<file path="config.mk">
export PLATFORM = sky130hd
export DESIGN_NAME = serv_rf_ram_bridge
export DESIGN_NICKNAME = d
export VERILOG_FILES = /design/src/rtl/serv_rf_ram_bridge.sv
export SDC_FILE = /design/constraint.sdc
export NUM_CORES = 1
export LEC_CHECK = 0
export CAP_MARGIN = 20
export CORE_ASPECT_RATIO = 1.4
export CORE_MARGIN = 10
export CORE_UTILIZATION = 40
export DETAILED_ROUTE_END_ITERATION = 12
export GPL_ROUTABILITY_DRIVEN = 0
export GPL_TIMING_DRIVEN = 1
export PLACE_DENSITY_LB_ADDON = 0.2
export REMOVE_ABC_BUFFERS = 1
export SYNTH_ARGS = -nofsm -noshare
export SYNTH_HDL_FRONTEND = slang
export SYNTH_SLANG_ARGS = --single-unit
</file>
<file path="constraint.sdc">
create_clock -name clk -period 5.9 [get_ports clk]
set_input_delay 1.18 -clock clk [delete_from_list [all_inputs] [get_ports clk]]
set_output_delay 1.18 -clock clk [all_outputs]
set_load 0.03 [all_outputs]
</file>
<file path="src/rtl/serv_rf_ram_bridge.sv">
// rtl/serv_rf_ram_bridge.sv - bit-serial register file port to W-bit 1R1W RAM bridge
//
// Ports:
//   clk, i_rst                     clock, synchronous active-high reset
//   i_wreq, i_wreg0/1, i_wen0/1    start of a 32-bit serial write window (two channels)
//   i_wdata0/1                     serial write bits, LSB first
//   o_wbusy                        write window or its trailing RAM writes in progress
//   i_rreq, i_rreg0/1              start of a two-register serial read
//   o_ready                        pulse one cycle before the first read bit
//   o_rdata0/1                     serial read bits, LSB first
//   o_waddr, o_wdata, o_wen        RAM write port
//   o_raddr, o_ren, i_rdata        RAM read port (data valid the cycle after o_ren)
module serv_rf_ram_bridge #(
  parameter int W        = 2,
  parameter int CSR_REGS = 4,
  parameter int AW       = $clog2((32 + CSR_REGS) * 32 / W)
) (
  input  logic          clk,
  input  logic          i_rst,
  input  logic          i_wreq,
  input  logic [5:0]    i_wreg0,
  input  logic [5:0]    i_wreg1,
  input  logic          i_wen0,
  input  logic          i_wen1,
  input  logic          i_wdata0,
  input  logic          i_wdata1,
  output logic          o_wbusy,
  input  logic          i_rreq,
  input  logic [5:0]    i_rreg0,
  input  logic [5:0]    i_rreg1,
  output logic          o_ready,
  output logic          o_rdata0,
  output logic          o_rdata1,
  output logic [AW-1:0] o_waddr,
  output logic [W-1:0]  o_wdata,
  output logic          o_wen,
  output logic [AW-1:0] o_raddr,
  output logic          o_ren,
  input  logic [W-1:0]  i_rdata
);

  localparam int NREG = 32 + CSR_REGS;
  localparam int WPR  = 32 / W;
  localparam logic [4:0] WMASK = 5'(W - 1);

  // Word address is reg * words-per-register + word index, i.e. {reg, idx}.
  function automatic logic [AW-1:0] ram_addr(input logic [5:0] r, input int idx);
    int a;
    a = int'(r) * WPR + idx;
    return AW'(a);
  endfunction

  function automatic logic reg_ok(input logic [5:0] r);
    return int'(r) < NREG;
  endfunction

  // ---------------- write side ----------------
  typedef enum logic [1:0] {W_IDLE, W_SHIFT, W_FLUSH} wstate_t;

  wstate_t       wstate;
  logic [4:0]    wcnt;
  logic [5:0]    wreg0_q, wreg1_q;
  logic          wen0_q, wen1_q;
  logic [W-1:0]  sh0, sh1, hold1;
  logic [AW-1:0] hold1_addr;
  logic          pend1;

  logic [W-1:0]  sh0_next, sh1_next;
  logic          word_done;
  int            widx;

  always_comb begin
    sh0_next  = {i_wdata0, sh0[W-1:1]};
    sh1_next  = {i_wdata1, sh1[W-1:1]};
    word_done = (wstate == W_SHIFT) && ((wcnt & WMASK) == WMASK);
    widx      = int'(wcnt) / W;
  end

  always_ff @(posedge clk) begin
    if (i_rst) begin
      wstate     <= W_IDLE;
      wcnt       <= '0;
      wreg0_q    <= '0;
      wreg1_q    <= '0;
      wen0_q     <= 1'b0;
      wen1_q     <= 1'b0;
      sh0        <= '0;
      sh1        <= '0;
      hold1      <= '0;
      hold1_addr <= '0;
      pend1      <= 1'b0;
      o_wbusy    <= 1'b0;
      o_wen      <= 1'b0;
      o_waddr    <= '0;
      o_wdata    <= '0;
    end else begin
      o_wen <= 1'b0;
      case (wstate)
        W_IDLE: begin
          if (i_wreq) begin
            wreg0_q <= i_wreg0;
            wreg1_q <= i_wreg1;
            // Suppression is decided once per window; x0 is never written.
            wen0_q  <= i_wen0 && (i_wreg0 != 6'd0) && reg_ok(i_wreg0);
            wen1_q  <= i_wen1 && reg_ok(i_wreg1);
            wcnt    <= '0;
            o_wbusy <= 1'b1;
            wstate  <= W_SHIFT;
          end
        end
        W_SHIFT: begin
          sh0  <= sh0_next;
          sh1  <= sh1_next;
          wcnt <= wcnt + 5'd1;
          if (wcnt == 5'd31) wstate <= W_FLUSH;
        end
        W_FLUSH: begin
          // Two cycles: channel 0 then channel 1 write of the last word.
          wcnt <= wcnt + 5'd1;
          if (wcnt == 5'd1) begin
            wcnt    <= '0;
            o_wbusy <= 1'b0;
            wstate  <= W_IDLE;
          end
        end
        default: wstate <= W_IDLE;
      endcase

      // Word completions are at least two cycles apart (W >= 2), so the
      // channel 1 write always has a free slot right after channel 0.
      if (word_done) begin
        o_wen      <= wen0_q;
        o_waddr    <= ram_addr(wreg0_q, widx);
        o_wdata    <= sh0_next;
        pend1      <= wen1_q;
        hold1      <= sh1_next;
        hold1_addr <= ram_addr(wreg1_q, widx);
      end else if (pend1) begin
        o_wen   <= 1'b1;
        o_waddr <= hold1_addr;
        o_wdata <= hold1;
        pend1   <= 1'b0;
      end
    end
  end

  // ---------------- read side ----------------
  typedef enum logic [1:0] {R_IDLE, R_FETCH, R_STREAM} rstate_t;

  rstate_t       rstate;
  logic [5:0]    rcnt;      // cycles since the request, 0 at the first RAM read
  logic [5:0]    rreg0_q, rreg1_q;
  logic [W-1:0]  nxt0, sr0, sr1;

  int            rn;
  logic          fetch_next, in_stream, load_word, cap_rs1;
  logic [AW-1:0] fetch_addr;
  logic [W-1:0]  rs1_word, rs2_word;

  // Schedule per word k: rs1 read at rcnt=kW, rs2 at kW+1; rs1 data is
  // parked in nxt0 and both words enter the shifters at kW+2, exactly when
  // the rs2 data arrives.
  always_comb begin
    rn         = int'(rcnt) + 1;
    fetch_next = (rn < 32) && ((rn % W) < 2);
    fetch_addr = ram_addr(((rn % W) == 0) ? rreg0_q : rreg1_q, rn / W);
    in_stream  = (rcnt >= 6'd2) && (rcnt <= 6'd33);
    load_word  = in_stream && (((int'(rcnt) - 2) % W) == 0);
    cap_rs1    = ((int'(rcnt) % W) == 1) && (rcnt < 6'd32);
    rs1_word   = (rreg0_q == 6'd0) ? '0 : i_rdata;
    rs2_word   = (rreg1_q == 6'd0) ? '0 : i_rdata;
  end

  always_ff @(posedge clk) begin
    if (i_rst) begin
      rstate   <= R_IDLE;
      rcnt     <= '0;
      rreg0_q  <= '0;
      rreg1_q  <= '0;
      nxt0     <= '0;
      sr0      <= '0;
      sr1      <= '0;
      o_ren    <= 1'b0;
      o_raddr  <= '0;
      o_ready  <= 1'b0;
      o_rdata0 <= 1'b0;
      o_rdata1 <= 1'b0;
    end else begin
      o_ren   <= 1'b0;
      o_ready <= 1'b0;
      case (rstate)
        R_IDLE: begin
          if (i_rreq) begin
            rreg0_q <= i_rreg0;
            rreg1_q <= i_rreg1;
            rcnt    <= '0;
            o_ren   <= 1'b1;
            o_raddr <= ram_addr(i_rreg0, 0);
            rstate  <= R_FETCH;
          end
        end
        R_FETCH, R_STREAM: begin
          rcnt <= rcnt + 6'd1;
          if (fetch_next) begin
            o_ren   <= 1'b1;
            o_raddr <= fetch_addr;
          end
          if (cap_rs1) nxt0 <= rs1_word;
          if (rcnt == 6'd1) begin
            o_ready <= 1'b1;
            rstate  <= R_STREAM;
          end
          if (load_word) begin
            o_rdata0 <= nxt0[0];
            sr0      <= nxt0 >> 1;
            o_rdata1 <= rs2_word[0];
            sr1      <= rs2_word >> 1;
          end else if (in_stream) begin
            o_rdata0 <= sr0[0];
            sr0      <= sr0 >> 1;
            o_rdata1 <= sr1[0];
            sr1      <= sr1 >> 1;
          end else begin
            o_rdata0 <= 1'b0;
            o_rdata1 <= 1'b0;
          end
          if (rcnt == 6'd34) begin
            rcnt   <= '0;
            rstate <= R_IDLE;
          end
        end
        default: rstate <= R_IDLE;
      endcase
    end
  end

endmodule

</file>
### Word level (Yosys, flattened, before mapping)

Cells that the tools add are included.
W data, S select, Z words.

| word-level totals | value |
|---|---|
| latch bits | 0 |
| input port bits | 34 |
| RAM bits | 0 |
| output and inout port bits | 28 |
| memories kept | 0 |
| logic and storage cells | 134 |
| register bits after elaboration | 92 |
| ROM bits | 0 |

| operators by class | value |
|---|---|
| $add $sub $neg | 8 |
| bitwise gates (word level) | 4 |
| order comparisons | 7 |
| eq/ne operators | 14 |
| muxes and demuxes | 41 |
| divide/modulo/power cells | 0 |
| shift-type cells | 0 |
| reduce and logical (&&, ||, !) cells | 33 |
| multiply operators | 0 |

Operator list:

| kind | count |
|---|---|
| $logic_not A32 Y1 | 2 |
| $mux W10 | 4 |
| $mux W2 | 14 |
| $add A10 B4 Y10 | 2 |
| $pmux W10 S2 | 1 |
| $lt A6 B6 Y1 const B | 3 |
| $mux W6 | 3 |
| $pmux W5 S3 | 1 |
| $reduce_and A2 Y1 | 7 |
| $logic_not A6 Y1 | 2 |
| $pmux W6 S2 | 1 |
| $mux W1 | 11 |
| $add A10 B10 Y10 | 1 |
| $mux W5 | 2 |
| $reduce_and A3 Y1 | 3 |
| $logic_and A1 B1 Y1 | 8 |
| $ne A2 B2 Y1 const B | 4 |
| $reduce_bool A2 Y1 | 4 |
| $add A6 B1 Y7 | 1 |
| $add A6 B1 Y7 const B | 1 |
| $lt A7 B6 Y1 const B | 1 |
| $sub A6 B2 Y7 const B | 1 |
| $add A6 B1 Y6 const B | 1 |
| $eq A6 B1 Y1 const B | 1 |
| other kinds (21) | 28 |

### Logic depth before layout (Yosys ltp)

Gate-level depths: netlist of run 1.

| logic depth | value |
|---|---|
| word-level depth | 7 |
| gate-level depth with buffers | 11 |
| gate-level depth less buffers | 10 |

### Least setup slack after synthesis of run 1

OpenSTA, ideal clock, no wires.

| path | value |
|---|---|
| kind | register to register |
| from | register rcnt[0] |
| to | register o_raddr[8] |
| path slack | 3568 ps |
| stages on the path, launching flop included | 12 |
| clock period less this slack | 2332 ps |
| buffers on the path | 1 |
| setup time | 86 ps |
| data arrival time | 2246 ps |
| required time | 5814 ps |
| cells stage by stage | dfxtp_1 -> buf_2 -> nand3_1 -> or2_2 -> xnor2_1 -> ha_1 -> inv_1 -> fa_1 -> a21oi_1 -> xnor2_1 -> nand2_1 -> a211oi_1 |

| between the ends | value |
|---|---|
| word-level cells in the longest chain between the ends | 7 |
| elaborated cells on any way between the ends | 13 |
| classes of those cells | 3 x add/sub; 2 x order compare; 1 x eq/ne; 3 x mux; 1 x bitwise; 3 x reduce/logical |

Ends and longest elaborated chain:

| what | line | source |
|---|---|---|
| start, declared | 151 | `logic [5:0] rcnt;` |
| start signal, assigned | 203 | `rcnt <= rcnt + 6'd1;` |
| $add A6 B1 Y7 * | 164 | `rn = int'(rcnt) + 1;` |
| branches (longest 6 deep; another with $add A10 B10 Y10) | n/a |  |
| end signal, assigned | 198 | `o_raddr <= ram_addr(i_rreg0, 0);` |
| end signal, assigned | 206 | `o_raddr <= fetch_addr;` |
| end, declared | 37 | `output logic [AW-1:0] o_raddr,` |

Every way passes the cells marked *. The select of a mux whose other input is x is not followed.
A chain may end at the register's enable or synchronous reset.

### Final worst setup path of run 1

Same ends and word-level chain as after synthesis.

==> summary.log, run 1 <==
[global_routing] first-pass GRT wire length 16.3 mm
[floorplan] Die Height 138 um
[drt] antenna violation net count after detailed routing 0
[global_routing] vias in the first global route 3392
[timing] final setup vio count 0
[logic_synthesis] most common library cells after synthesis sky130_fd_sc_hd__nand2_1 (109), sky130_fd_sc_hd__dfxtp_1 (88), sky130_fd_sc_hd__a21oi_1 (75)
[logic_synthesis] number of library cell types mapped by synthesis 48
[cts] buffers inserted during post-CTS setup optimization 0
[logic_synthesis] share of the synthesized area in the top cell type 0.442
[place] number of port buffers 61
[logic_synthesis] leading cell types by total area after synthesis sky130_fd_sc_hd__dfxtp_1 (44%), sky130_fd_sc_hd__nand2_1 (10%), sky130_fd_sc_hd__a21oi_1 (9.4%)
[logic_synthesis] share of async-settable or async-resettable flops after synthesis 0
[cells_and_area] fraction of final layout cells with drive strength greater than 1 0.0581
[timing] Setup TNS 0 ns
[logic_synthesis] most used standard cell by instance count after synthesis sky130_fd_sc_hd__nand2_1
[power] largest vdd supply drop 0.000205 V
[cts] CTS tree yes
[cts] post-CTS resize count 0
[timing] setup repair after global routing missed its margin no
[floorplan] initial standard-cell utilization of the core 0.405
[global_routing] total congestion overflow after global routing 0
[logic_synthesis] #FFs+latches synth 88
[logic_synthesis] synthesized area per cell 8.24 um2
[outcome] run status complete, no violations
[setup_path] CP Class flip-flop to flip-flop
[drt] number of DRC markers after the initial detailed-route iteration 99
[timing] transition time at the pin with the least slew margin 0.922 ns
[cells_and_area] count of filler cells inserted in the layout 978
[setup_path] largest driver fanout on the critical path 20
[setup_path] Worst Setup Start Kind flip-flop
[drt] via count 3465
[cts] maximum count of clock buffers along a single path 2
[setup_path] WP data arrival 3.24 ns
[cts] clock transition at the registers of the reported paths 0.06 ns
[timing] final critical path time including I/O delays and setup 3.01 ns
[min_path] worst min-delay path category flip-flop to flip-flop
[logic_synthesis] Synth area leader sky130_fd_sc_hd__dfxtp_1
[drt] post-DR vias/cell 5.18
[cts] Root Buffer sky130_fd_sc_hd__clkbuf_16
[global_routing] largest net degree at the start of global routing 89
[cts] number of H-tree branching levels 3
[setup_path] worst path required time 6.14 ns
[logic_synthesis] Synth warnings 0
[cts] number of buffers created by CTS 9
[logic_synthesis] share of synthesized area occupied by flip-flops and latches 0.442
[floorplan] die footprint 0.0144 mm2
[timing] endpoints failing hold 0
[cts] number of clock sinks 88
[timing] post-route fraction of the period consumed by the critical path 0.509
[timing] max-slew violation total from the final report 0
[floorplan] num ports 62
[logic_synthesis] post-synthesis instance total 484
[timing] slew margin rel. 0.385
[run] number of max-cap violations 0
[cts] Hold-fix buffers, CTS 0
[floorplan] die width 104 um
[place] total half-perimeter wirelength after legalization and detailed placement 6.87 mm
[logic_synthesis] main flop type after synthesis sky130_fd_sc_hd__dfxtp_1
[power] Leak 0.00173 uW
[logic_synthesis] number of enable flip-flop cells after synthesis 0
[cts] clock insertion delay at the later pin of the skew report 0.33 ns
[logic_synthesis] post-synth design cell area 0.00399 mm2
[cells_and_area] count of placed standard cells in the final layout, fillers left out 669
[place] DP Cell Count 654
[global_routing] Total GRT Usage 0.135
[power] Cell Pwr Density 366 mW/mm2
[cells_and_area] count of inserted antenna diode cells 0
[cells_and_area] synth-to-layout area growth 24.2%
[drt] DRC violations left 0
[setup_path] CP Capture Type flip-flop
[timing] maximum operating frequency 0.333 GHz
[floorplan] floorplan row count 43
[global_routing] initial antenna violation count 0
[floorplan] Floorplan Core Area 0.00985 mm2
[drt] detailed-routing iteration count for the pre-antenna-repair pass 4
[drt] total wire length 9.83 mm
[timing] Layout Skew 0.00691 ns
[drt] average wire length per cell after detail routing 14.7 um
[cells_and_area] final net count 580
-- per-stage QoR --
step / worst slack (ns) / hold slack (ns) / area (um2) / total power (uW) / util
floorplan: 3.32 / 0.425 / 3880 / 1080 / -
global placement: 2.98 / 0.439 / 4660 / 1270 / 0.473
detailed placement: 2.93 / 0.446 / 4660 / 1280 / 0.473
CTS: 2.94 / 0.454 / 4940 / 1830 / 0.501
global route: 2.67 / 0.477 / 4950 / 1920 / 0.503
finish: 2.89 / 0.452 / 4950 / 1810 / 0.503
-- logic make-up (layout without fill, tap and decap cells) --
family | count (synthesis) | in the layout | share of synthesized area
flip-flops | 88 | 88 | 0.442
AO/OA/AOI/OAI | 116 | 116 | 0.173
adder cells (fa/ha/maj) | 15 | 15 | 0.0490
buffers and inverters | 40 | 90 | 0.0396
XOR/XNOR | 8 | 8 | 0.0176
multiplexers | 25 | 25 | 0.0647
AND/OR/NAND/NOR | 192 | 192 | 0.214
-- path summary, 6_finish.rpt --
| kind | to | depth (start not counted) | startpoint | slack [ns] |
|---|---|---|---|---|
| max | o_raddr[8] | 10 | rcnt[0] | 2.89 |
| min | nxt0[1] | 2 | nxt0[1] | 0.45 |
| max reg2reg | o_raddr[8] | 10 | rcnt[0] | 2.89 |
| min reg2reg | nxt0[1] | 2 | nxt0[1] | 0.45 |
-- critical path: stages (launching register included) --
cell	delay, ns
sky130_fd_sc_hd__dfxtp_1	0.85
sky130_fd_sc_hd__nand3_1	0.21
sky130_fd_sc_hd__or2_2	0.37
sky130_fd_sc_hd__xnor2_1	0.21
sky130_fd_sc_hd__ha_1	0.21
sky130_fd_sc_hd__inv_1	0.05
sky130_fd_sc_hd__fa_1	0.39
sky130_fd_sc_hd__a21oi_1	0.17
sky130_fd_sc_hd__xnor2_1	0.13
sky130_fd_sc_hd__nand2_1	0.07
sky130_fd_sc_hd__a211oi_1	0.25
-- registers in the layout, summed over array words and instances, names as in the netlist, 5 cells and up --
name,cells
hold1_addr,10
wreg1_q,6
rcnt,6
wreg0_q,6
rreg0_q,6
o_raddr,10
wcnt,5
rreg1_q,6
o_waddr,10
-- where the power goes --
group	internal [uW]	switching (uW)	total, uW
Clock	322	223	545
Combinational	207	350	557
Sequential	655	57.4	712
-- per-layer routing --
layer	wire length, um	vias up	global-route usage
met5	0	-	0
met3	348	8	0.0367
met1	4220	1659	0.151
met4	129	0	0.0492
li1	-	1753	-
met2	5120	45	0.238
-- area by class of cell --
class                   count  area [um2]  area share
multi-input cells         356        2070       0.417
flip-flops and latches     88        1760       0.356
repair buffers             63         628       0.127
inverters                  13        48.8     0.00986
clock buffers              10         229      0.0462
well taps                 135         169      0.0341
clock inverters             4        47.5     0.00960
-- cells in the final DEF, fill, tap and decap left out, types with 2 or more instances in the layout --
| master | count |
|---|---|
| sky130_fd_sc_hd__nand2_1 | 109 |
| sky130_fd_sc_hd__dfxtp_1 | 88 |
| sky130_fd_sc_hd__a21oi_1 | 75 |
| sky130_fd_sc_hd__clkdlybuf4s50_1 | 60 |
| sky130_fd_sc_hd__nor2_1 | 31 |
| sky130_fd_sc_hd__mux2i_1 | 19 |
| sky130_fd_sc_hd__a211oi_1 | 16 |
| sky130_fd_sc_hd__ha_1 | 14 |
| sky130_fd_sc_hd__inv_1 | 13 |
| sky130_fd_sc_hd__nand3_1 | 13 |
| sky130_fd_sc_hd__clkbuf_16 | 9 |
| sky130_fd_sc_hd__xnor2_1 | 7 |
| sky130_fd_sc_hd__nor2b_1 | 7 |
| sky130_fd_sc_hd__o21ai_0 | 7 |
| sky130_fd_sc_hd__mux2_2 | 6 |
| sky130_fd_sc_hd__nand2b_1 | 4 |
| sky130_fd_sc_hd__nand3b_1 | 4 |
| sky130_fd_sc_hd__nor3_1 | 4 |
| sky130_fd_sc_hd__or2_2 | 3 |
| sky130_fd_sc_hd__and2_1 | 3 |
| sky130_fd_sc_hd__nor4_1 | 3 |
| sky130_fd_sc_hd__o211ai_1 | 3 |
| sky130_fd_sc_hd__nor3b_1 | 2 |
| sky130_fd_sc_hd__o311ai_0 | 2 |
| sky130_fd_sc_hd__o2111ai_1 | 2 |
| sky130_fd_sc_hd__or3_1 | 2 |
| sky130_fd_sc_hd__clkinv_2 | 2 |
(Power assumes the default switching activity.)
==> inputs of run 2 (changes only) <==
clock period = 3.1 ns   (was 5.9 ns; I/O delays follow)
==> summary.log, run 2 (synthesis gave the netlist of run 1 again) <==
[place] total half-perimeter wirelength after legalization and detailed placement 6.92 mm
[setup_path] worst-path cell with the longest stage delay sky130_fd_sc_hd__dfxtp_1
[min_path] beginning of the worst hold path nxt0[0]
[run] number of max-cap violations 0
[setup_path] Worst Setup Start Kind flip-flop
[floorplan] die width 104 um
[timing] setup repair after global routing missed its margin no
[timing] Setup TNS 0 ns
[cells_and_area] commonest non-fill, non-tap cell in the layout sky130_fd_sc_hd__nand2_1
[cts] CTS tree yes
[cts] buffers inserted during post-CTS setup optimization 0
[drt] via count 3401
[setup_path] largest driver fanout on the critical path 7
[setup_path] CP Class flip-flop to flip-flop
[timing] slew margin rel. 0.467
[global_routing] first-pass GRT wire length 16.5 mm
[timing] endpoints failing hold 0
[cts] Root Buffer sky130_fd_sc_hd__clkbuf_16
[power] Final Power 3440 uW
[power] largest vdd supply drop 0.000304 V
[cts] number of clock sinks 88
[setup_path] worst path required time 3.35 ns
[cells_and_area] synth-to-layout area growth 24.9%
[timing] maximum operating frequency 0.397 GHz
[floorplan] initial standard-cell utilization of the core 0.405
[floorplan] Die Height 138 um
[cells_and_area] Layout Utilization 0.506
[floorplan] num ports 62
[global_routing] vias in the first global route 3363
[timing] final setup vio count 0
[drt] total wire length 9.76 mm
[drt] detailed-routing iteration count for the pre-antenna-repair pass 5
[place] post-placement setup slack 0.581 ns
[global_routing] total congestion overflow after global routing 0
[place] number of port buffers 61
[cts] post-CTS resize count 0
[cells_and_area] fraction of final layout cells with drive strength greater than 1 0.0631
[cells_and_area] final net count 583
[cts] number of buffers created by CTS 9
[setup_path] Crit Reg-Reg Startpoint rcnt[1]
[setup_path] CP Capture Type flip-flop
[setup_path] CP Cell Sequence nand3_1, or2_2, xnor2_1, ha_1, inv_1, fa_1, a21oi_1, xnor2_1, nand2_1, a211oi_1
[timing] final critical path time including I/O delays and setup 2.52 ns
[floorplan] Floorplan Core Area 0.00985 mm2
[min_path] cell count of the worst hold path 2
[global_routing] largest net degree at the start of global routing 55
[setup_path] R2R Setup Slk 0.58 ns
[min_path] worst min-delay path category flip-flop to flip-flop
[timing] transition time at the pin with the least slew margin 0.798 ns
[timing] Layout Skew 0.00337 ns
[drt] average wire length per cell after detail routing 14.5 um
[timing] post-route fraction of the period consumed by the critical path 0.813
[floorplan] floorplan row count 43
[setup_path] endpoint of the most critical register-to-register path o_raddr[8]
[drt] antenna violation net count after detailed routing 0
[outcome] run status complete, no violations
[drt] number of DRC markers after the initial detailed-route iteration 104
[power] Leak 0.00175 uW
[cts] number of H-tree branching levels 3
[cells_and_area] count of inserted antenna diode cells 0
[global_routing] Total GRT Usage 0.136
[setup_path] first element of the critical path rcnt[1]
[drt] post-DR vias/cell 5.05
[setup_path] WP data arrival 2.77 ns
[drt] DRC violations left 0
[setup_path] library cell appearing most often on the critical path sky130_fd_sc_hd__xnor2_1
[power] Cell Pwr Density 691 mW/mm2
[cts] clock insertion delay at the later pin of the skew report 0.34 ns
[timing] min setup slack post-route 0.579 ns
[global_routing] initial antenna violation count 0
[floorplan] die footprint 0.0144 mm2
[cts] Hold-fix buffers, CTS 0
[cells_and_area] most frequent cells in the layout sky130_fd_sc_hd__nand2_1 (109), sky130_fd_sc_hd__dfxtp_1 (88), sky130_fd_sc_hd__a21oi_1 (75), sky130_fd_sc_hd__clkdlybuf4s50_1 (60), sky130_fd_sc_hd__nor2_1 (31)
[timing] max-slew violation total from the final report 0
[cts] clock transition at the registers of the reported paths 0.06 ns
[cells_and_area] registers with the most flip-flops hold1_addr x10, o_raddr x10, o_waddr x10
[cts] maximum count of clock buffers along a single path 2
[setup_path] Crit path largest cell delay 0.46 ns
[min_path] Worst Hold Path EP nxt0[0]
[setup_path] depth of the most critical reg-to-reg path 10
run 2: final cells by class:
class | count | area (um2)
clock buffers | 14 | 264
repair buffers | 66 | 656
flip-flops and latches | 88 | 1760
multi-input cells | 356 | 2070
clock inverters | 2 | 13.8
inverters | 13 | 48.8
fillers | 978 | 4870
well taps | 135 | 169
run 2: per-layer routing:
metal | GRT usage | part of all wire | vias up
li1 | - | - | 1760
met1 | 0.153 | 0.43 | 1570
met2 | 0.235 | 0.51 | 56
met3 | 0.0340 | 0.042 | 15
met4 | 0.0639 | 0.021 | 0
met5 | 0 | 0 | -
run 2: worst max-delay path: cells and delay by family (launching register included):
| kind | cells | cell delay [ns] |
|---|---|---|
| buffers and inverters | 1 | 0.06 |
| adders and majority gates | 2 | 0.62 |
| xor gates and xnor gates | 2 | 0.37 |
| DFF | 1 | 0.46 |
| AOI/OAI and AO/OA | 2 | 0.39 |
| and+or+nand+nor | 3 | 0.55 |
run 2: where the power goes:
part,leakage [uW],switching [uW],internal (uW)
Combinational,0.000899,692,410
Sequential,0.000716,81.2,1250
Clock,0.000137,423,588
run 2: through the flow:
step	cells	hold slack [ns]	instance area (um2)
floorplan	457	0.425	3880
global placement	658	0.439	4700
detailed placement	658	0.445	4700
CTS	674	0.453	4980
global route	674	0.473	4980
finish	674	0.454	4980
run 2: worst max path at each step:
stage,end,slack [ns],cells after the start
2_1_floorplan,o_raddr[8],0.52,10
4_1_cts,o_raddr[8],0.58,10
3_5_place_dp,o_raddr[8],0.58,10
6_report,o_raddr[8],0.58,10
3_3_place_gp,o_raddr[8],0.69,10
5_1_grt,o_raddr[8],0.36,10
